==> src/rtl/demux_pkg.sv <==
// rtl/demux_pkg.sv - shared constants and slot offset helper for demux10_dist
package demux_pkg;

  localparam int WIDTH = 16;
  localparam int NCH   = 10;
  localparam int SW    = 4;

  // Bit offset of slot k inside the packed y bus.
  function automatic int slot_off(input int k, input int w = WIDTH);
    return w * k;
  endfunction

endpackage

==> src/rtl/demux_slot.sv <==
// rtl/demux_slot.sv - one output slot: data register plus full flag
module demux_slot
  import demux_pkg::*;
#(
  parameter int W = WIDTH
) (
  input  logic         clk,
  input  logic         rst,
  input  logic         load,
  input  logic         ack,
  input  logic [W-1:0] d,
  output logic [W-1:0] q,
  output logic         valid,
  output logic         can_load
);

  logic [W-1:0] q_d, q_q;
  logic         valid_d, valid_q;

  // Next state: a load wins over a same-cycle ack; an ack only clears a full slot
  // and leaves the stale data in place.
  always_comb begin
    q_d     = q_q;
    valid_d = valid_q;
    if (load) begin
      q_d     = d;
      valid_d = 1'b1;
    end else if (ack && valid_q) begin
      valid_d = 1'b0;
    end
  end

  // Slot register with synchronous reset.
  always_ff @(posedge clk) begin
    if (rst) begin
      q_q     <= '0;
      valid_q <= 1'b0;
    end else begin
      q_q     <= q_d;
      valid_q <= valid_d;
    end
  end

  assign q        = q_q;
  assign valid    = valid_q;
  assign can_load = !valid_q || ack;

endmodule

==> src/rtl/demux10_dist.sv <==
// rtl/demux10_dist.sv - steers one valid/ready word stream into ten held output slots
module demux10_dist
  import demux_pkg::*;
(
  input  logic               clk,
  input  logic               rst,
  input  logic [WIDTH-1:0]   d,
  input  logic [SW-1:0]      s,
  input  logic               auto,
  input  logic               in_valid,
  output logic               in_ready,
  output logic [NCH*WIDTH-1:0] y,
  output logic [NCH-1:0]     out_valid,
  input  logic [NCH-1:0]     out_ack,
  output logic [SW-1:0]      ptr,
  output logic               sel_err
);

  logic [SW-1:0]  ptr_d, ptr_q;
  logic           sel_err_d, sel_err_q;
  logic [SW-1:0]  t;
  logic           in_range;
  logic           xfer;
  logic [NCH-1:0] load;
  logic [NCH-1:0] can_load;

  // Target decode, ready selection, slot load strobes and pointer/sel_err next state.
  always_comb begin
    t        = auto ? ptr_q : s;
    in_range = ({1'b0, t} < (SW+1)'(NCH));
    // A target with no slot behind it still accepts, so upstream never stalls on it.
    in_ready = 1'b1;
    for (int k = 0; k < NCH; k++) begin
      if (t == SW'(k)) in_ready = can_load[k];
    end
    xfer = in_valid && in_ready;
    load = '0;
    for (int k = 0; k < NCH; k++) begin
      load[k] = xfer && (t == SW'(k));
    end
    sel_err_d = xfer && !in_range;
    ptr_d     = ptr_q;
    if (auto && xfer) begin
      ptr_d = (ptr_q == SW'(NCH-1)) ? '0 : ptr_q + SW'(1);
    end
  end

  // Round-robin pointer and dropped-word flag.
  always_ff @(posedge clk) begin
    if (rst) begin
      ptr_q     <= '0;
      sel_err_q <= 1'b0;
    end else begin
      ptr_q     <= ptr_d;
      sel_err_q <= sel_err_d;
    end
  end

  for (genvar k = 0; k < NCH; k++) begin : g_slot
    demux_slot #(.W(WIDTH)) u_slot (
      .clk      (clk),
      .rst      (rst),
      .load     (load[k]),
      .ack      (out_ack[k]),
      .d        (d),
      .q        (y[slot_off(k) +: WIDTH]),
      .valid    (out_valid[k]),
      .can_load (can_load[k])
    );
  end

  assign ptr     = ptr_q;
  assign sel_err = sel_err_q;

endmodule

==> config.mk <==
export PLATFORM = sky130hd
export DESIGN_NAME = demux10_dist
export DESIGN_NICKNAME = d
export VERILOG_FILES = /design/src/rtl/demux_pkg.sv /design/src/rtl/demux_slot.sv /design/src/rtl/demux10_dist.sv
export SDC_FILE = /design/constraint.sdc
export NUM_CORES = 1
export LEC_CHECK = 0
export CORE_UTILIZATION = 51
export CTS_BUF_LIST = sky130_fd_sc_hd__clkbuf_4 sky130_fd_sc_hd__clkbuf_8 sky130_fd_sc_hd__clkbuf_16
export CTS_CLUSTER_SIZE = 25
export DETAILED_ROUTE_END_ITERATION = 8
export PLACE_DENSITY_LB_ADDON = 0.1
export SLEW_MARGIN = 20
export SYNTH_ARGS = -nofsm -noshare
export SYNTH_HDL_FRONTEND = slang
export SYNTH_SLANG_ARGS = --single-unit
export TNS_END_PERCENT = 1
==> constraint.sdc <==
create_clock -name clk -period 4.2 [get_ports clk]
set_input_delay 0.84 -clock clk [delete_from_list [all_inputs] [get_ports clk]]
set_output_delay 0.84 -clock clk [all_outputs]
set_load 0.01 [all_outputs]
; ---- Yosys cells after proc, flatten, opt, wreduce, memory -nomap -nowiden
; Index checks and enable logic that the tools add are counted.
[totals]
mem_count = 0
out_inout_bits = 176
latch_bits = 0
register_bits = 175
word_cells = 121
inputBits = 34
ramBits = 0
romBits = 0
[classes]
n_bitwise = 0
mul = 0
shift = 0
div_mod_pow = 0
n_mux = 32
magnitude_cmp = 1
eq_ne = 10
n_reduce_logical = 55
addsub = 1
[op_table]
columns = cell, count
row1 = $mux W1, 30
row2 = $logic_and A1 B1 Y1, 23
row3 = $reduce_bool A2 Y1, 10
row4 = $eq A4 B3 Y1 const B, 4
row5 = $eq A4 B4 Y1 const B, 3
row6 = $logic_not A1 Y1, 11
row7 = $logic_or A1 B1 Y1, 10
row8 = $eq A4 B2 Y1 const B, 2
row9 = $mux W4, 2
row10 = $add A4 B1 Y4 const B, 1
row11 = $eq A4 B1 Y1 const B, 1
row12 = $logic_not A4 Y1, 1
row13 = $lt A4 B4 Y1 const B, 1

; ---- Depth between registers and ports, before layout
; Gate-level depths: netlist of run 1.
[depth]
word_depth = 15
depth_mapped = 10
mapped_depth_nobuf = 6

; ---- Hierarchy
; A second synthesis of run 1 with hierarchy kept.
[hier_totals]
cells_unflattened = 646
hier_area_um2 = 6846.6
[modules_own_cells]
columns = mod, area_each_um2, seq_area_each_um2, n_inst, cells_per_inst
row1 = demux_slot, 616.8, 340.3, 10, 56
row2 = demux10_dist, 678.2, 100.1, 1, 86

; ---- Worst setup path before layout of run 1
; OpenSTA, ideal clock, no wires.
[synth_timing]
path_kind = input port to output port
start = in auto
end = out in_ready
path_buffers = 4
required_time_ns = 3.360
path_stages = 9
arrival_time_ns = 2.512
setup_slack_ns = 0.848
path_cell_list = buf_6 -> mux2_4 -> buf_6 -> mux2_1 -> nor3_1 -> o31a_1 -> buf_6 -> buf_2 -> nor2_1
[synth_via]
elab_chain_len = 12
elab_cells_between_ends = 21
cone_classes = eq/ne (9) / mux (11) / reduce/logical (1)
[synth_rtl]
columns = item, line_no
row1 = from (decl), demux10_dist.sv:9  ; input logic auto,
row2 = $mux W4 (*), demux10_dist.sv:29  ; t = auto ? ptr_q : s;
row3 = $logic_not A4 Y1, demux10_dist.sv:34  ; if (t == SW'(k)) in_ready = can_load[k];
row4 = $mux W1 (9 in a row), demux10_dist.sv:34
row5 = $mux W1 (*), demux10_dist.sv:34
row6 = to (decl), demux10_dist.sv:11  ; output logic in_ready,
; Every way passes the cells marked *; elsewhere a longest branch is shown, timed or not.

; ---- Worst setup path in the final report of run 1
; Ends and elaborated chain as after synthesis.

==> results of run 1 <==
==> worst max-delay path, stage by stage <==
cell and delay (ns):
clkdlybuf4s50_1 0.51, buf_4 0.21, mux2i_4 0.39, nor2_1 0.12, o32a_1 0.37, o31a_2 0.15
nor2_1 0.11, clkdlybuf4s50_1 0.54
==> synthesized netlist by cell type (2+ instances only) <==
| cell type | count |
|---|---|
| o31ai_1 | 2 |
| mux2_2 | 5 |
| buf_4 | 14 |
| mux2i_1 | 99 |
| a21oi_1 | 77 |
| nor4_4 | 2 |
| buf_6 | 9 |
| nand3_1 | 72 |
| clkbuf_1 | 34 |
| o21ai_0 | 67 |
| nor3_1 | 6 |
| inv_1 | 2 |
| or4_1 | 3 |
| nand4_1 | 4 |
| nor2b_1 | 4 |
| nand2b_1 | 108 |
| nor2_1 | 24 |
| nand2_1 | 8 |
| dfxtp_1 | 175 |
| buf_2 | 8 |
| and3_1 | 2 |
| o31a_1 | 2 |
| clkbuf_2 | 4 |
==> cells in the final DEF, fill, tap and decap left out, types with 2 or more instances in the layout <==
master / instances
clkdlybuf4s50_1: 208
dfxtp_1: 175
nand2b_1: 108
mux2i_1: 99
a21oi_1: 77
nand3_1: 72
o21ai_0: 67
nor2_1: 23
buf_4: 18
clkbuf_16: 17
nand2_1: 8
nor3_1: 6
mux2_2: 5
nor2b_1: 4
nand4_1: 4
bufinv_16: 4
or4_1: 3
clkbuf_8: 3
clkinv_2: 3
inv_1: 2
o31ai_4: 2
and3_1: 2
nor4_4: 2
o31ai_1: 2
inv_6: 2
clkinvlp_4: 2
==> stage by stage <==
| step | utilization [%] | instance area [µm²] | instances | setup WS [ns] | hold slack (ns) |
|---|---|---|---|---|---|
| after floorplan | - | 7216 | 748 | 0.8484 | 0.4622 |
| after global placement | 67.21 | 9293 | 1085 | 0.2015 | 0.4585 |
| after detailed placement | 67.21 | 9293 | 1085 | 0.1333 | 0.4664 |
| after CTS | 71.88 | 9938 | 1117 | 0.1286 | 0.4770 |
| after global routing | 71.88 | 9938 | 1117 | 0.01697 | 0.4924 |
| final | 71.88 | 9938 | 1117 | 0.1135 | 0.4736 |
==> flip-flops by register name (all words and copies together), names as in the netlist <==
register / count
ptr: 4
g_slot.u_slot.q: 160
sel_err: 1
g_slot.u_slot.valid: 10
==> final timing paths <==
check / endpoint / cells past startpoint / slack (ns) / startpoint
worst min-delay path: g_slot[0].u_slot.q[4] / 2 / 0.47 / g_slot[0].u_slot.q[4]
worst max-delay path: in_ready / 8 / 0.11 / auto
worst max register to register: g_slot[5].u_slot.q[7] / 8 / 1.25 / ptr[1]
worst min register to register: g_slot[0].u_slot.q[4] / 2 / 0.47 / g_slot[0].u_slot.q[4]
==> power groups by stage <==
stage | sequential (µW) | combinational (µW) | clock, µW
final | 1700 | 305 | 1710
after detailed placement | 1740 | 302 | 0
after global routing | 1710 | 323 | 1810
after floorplan | 1750 | 153 | 0
after CTS | 1700 | 304 | 1730
after global placement | 1740 | 296 | 0
==> final cells by class <==
class,instances,area (µm²),area share (%)
inverters,2,7.507,0.07554
clock inverters,12,178.9,1.800
repair buffers,227,2237,22.51
well taps,180,225.2,2.266
clock buffers,20,466.7,4.696
multi-input cells,501,3319,33.40
flip-flops and latches,175,3503,35.25
==> cells by family after synthesis <==
logic type | Yosys count | share of synthesized area, %
AOI/OAI and AO/OA | 158 | 12.02
buffers and inverters | 72 | 5.618
DFF | 175 | 48.55
muxes | 107 | 15.19
and+or+nand+nor | 236 | 18.62
==> per-layer routing <==
| metal | share of wire, % | wire [µm] | GRT usage [%] | vias up |
|---|---|---|---|---|
| met3 | 8.4 | 1752 | 8.459 | 38 |
| met2 | 48 | 10000 | 47.14 | 280 |
| met5 | 0 | 0 | 0 | - |
| li1 | - | - | - | 2944 |
| met4 | 2.3 | 482 | 10.42 | 0 |
| met1 | 41 | 8665 | 35.16 | 2974 |
==> key figures, run 1 <==
Place
  • Post-DP HPWL: 14150 µm
  • Routability Congestion: 0.9949
  • IO Port Bufs: 209

Die
  • # rows: 43
  • # IOs: 210
  • Die area: 14630 µm²
  • Die H: 120.9 µm
  • Die X: 120.9 µm
  • Starting density of the core: 52.19%
  • Core ar.: 13830 µm²

Logic synthesis
  • Post-synth top flop: dfxtp_1
  • Syn Inst Count: 748
  • Post-synth cell types: 40
  • Synthesized cell area: 7216 µm²
  • Ys async rst share: 0%
  • Synth top area share: 48.55%
  • Seq/Total Area, Yosys: 48.55%
  • Yosys warnings: 0
  • EDFF count, synth: 0
  • Net count after synthesis: 782
  • Syn avg cell area: 9.647 µm²
  • Flops & latches, synth: 175
  • Synth area leaders: dfxtp_1, mux2i_1, nand2b_1
  • Yosys top cell by area: dfxtp_1

Drt
  • First-pass DRT Iterations: 5
  • DR WL/cell: 18.71 µm
  • Residual DRC: 0
  • DRT iter0 DRCs: 639
  • Vias: 6236
  • Routed Antenna Nets: 0
  • Final Routed Wirelength: 20900 µm
  • Vias/cell: 5.583

STA
  • Fin Clk Skew: 0.005257 ns
  • RSZ-0062 raised after global routing: no
  • Slew margin rel.: 32.50%
  • Max Slew Vio Count: 0
  • Worst Tran Pin Value: 1.005 ns
  • Final Setup Violations: 0
  • Final hold violations: 0
  • Final min period: 4.087 ns
  • FMAX: 0.2447 GHz
  • Setup TNS Final: 0 ns
  • Tcrit/Tclk final: 97.30%

Setup path
  • Worst EP arrival: 3.25 ns
  • CP endpoint kind: primary output
  • Crit Path Max Fanout: 10
  • Startpoint types: primary input
  • CP Data Required Time: 3.36 ns
  • Crit Path Class: primary input to primary output

Power
  • Seq pwr share: 45.8%
  • P_leak: 0.003700 µW
  • Pwr/cell area: 374.4 nW/µm²
  • Psw: 846.1 µW
  • Combinational fraction of design power: 8.2%
  • Final total power: 3721 µW
  • Maximum VDD drop: 302.1 µV
  • Internal cell power: 2875 µW
  • Clk network pwr share: 46.0%
  • Sw frac: 22.74%

Final layout
  • Share of cells above drive strength 1: 7.257%
  • Fill cells: 1016
  • Synth-to-Final Area Change: 37.73%
  • Ant. Diodes: 0
  • Nets: 958

Clock network
  • # clock sinks: 175
  • Worst-Skew Late Latency: 0.42 ns
  • Clock-pin slew on the worst setup and hold paths: 0.06 ns
  • Root Buffer: clkbuf_16
  • Number of H-tree levels: 4
  • CTS Buf Count: 17
  • CTS tree: built
  • Post-CTS Hold Fix Bufs: 0
  • Cts repair resizes: 0
  • Worst-case clock buffer depth: 2
  • Postcts setup bufs: 0

Worst hold path
  • Worst min-delay path class: flop to flop

Outcome
  • Status: completed

GRT
  • Largest net degree at the start of global routing: 111
  • First-pass GRT wire length: 32060 µm
  • Total Routing Usage GR: 28.58%
  • Vias in the first global route: 5896
  • Total grt overflow: 0
  • Initial antenna violation count: 0

Flow run
  • Max-Cap Viols: 0
Note: power is estimated with default switching activity, not from simulation.
==> run 2, diff against run 1 <==
- SKIP_CTS_REPAIR_TIMING: default -> 1
==> results of run 2 <==
No change in the layout: final DEF, timing and power equal those of run 1.
==> run 3, diff against run 2 <==
- ABC_CLOCK_PERIOD_IN_PS: default -> 4200
==> results of run 3 <==
No change in the layout: final DEF, timing and power equal those of run 1.
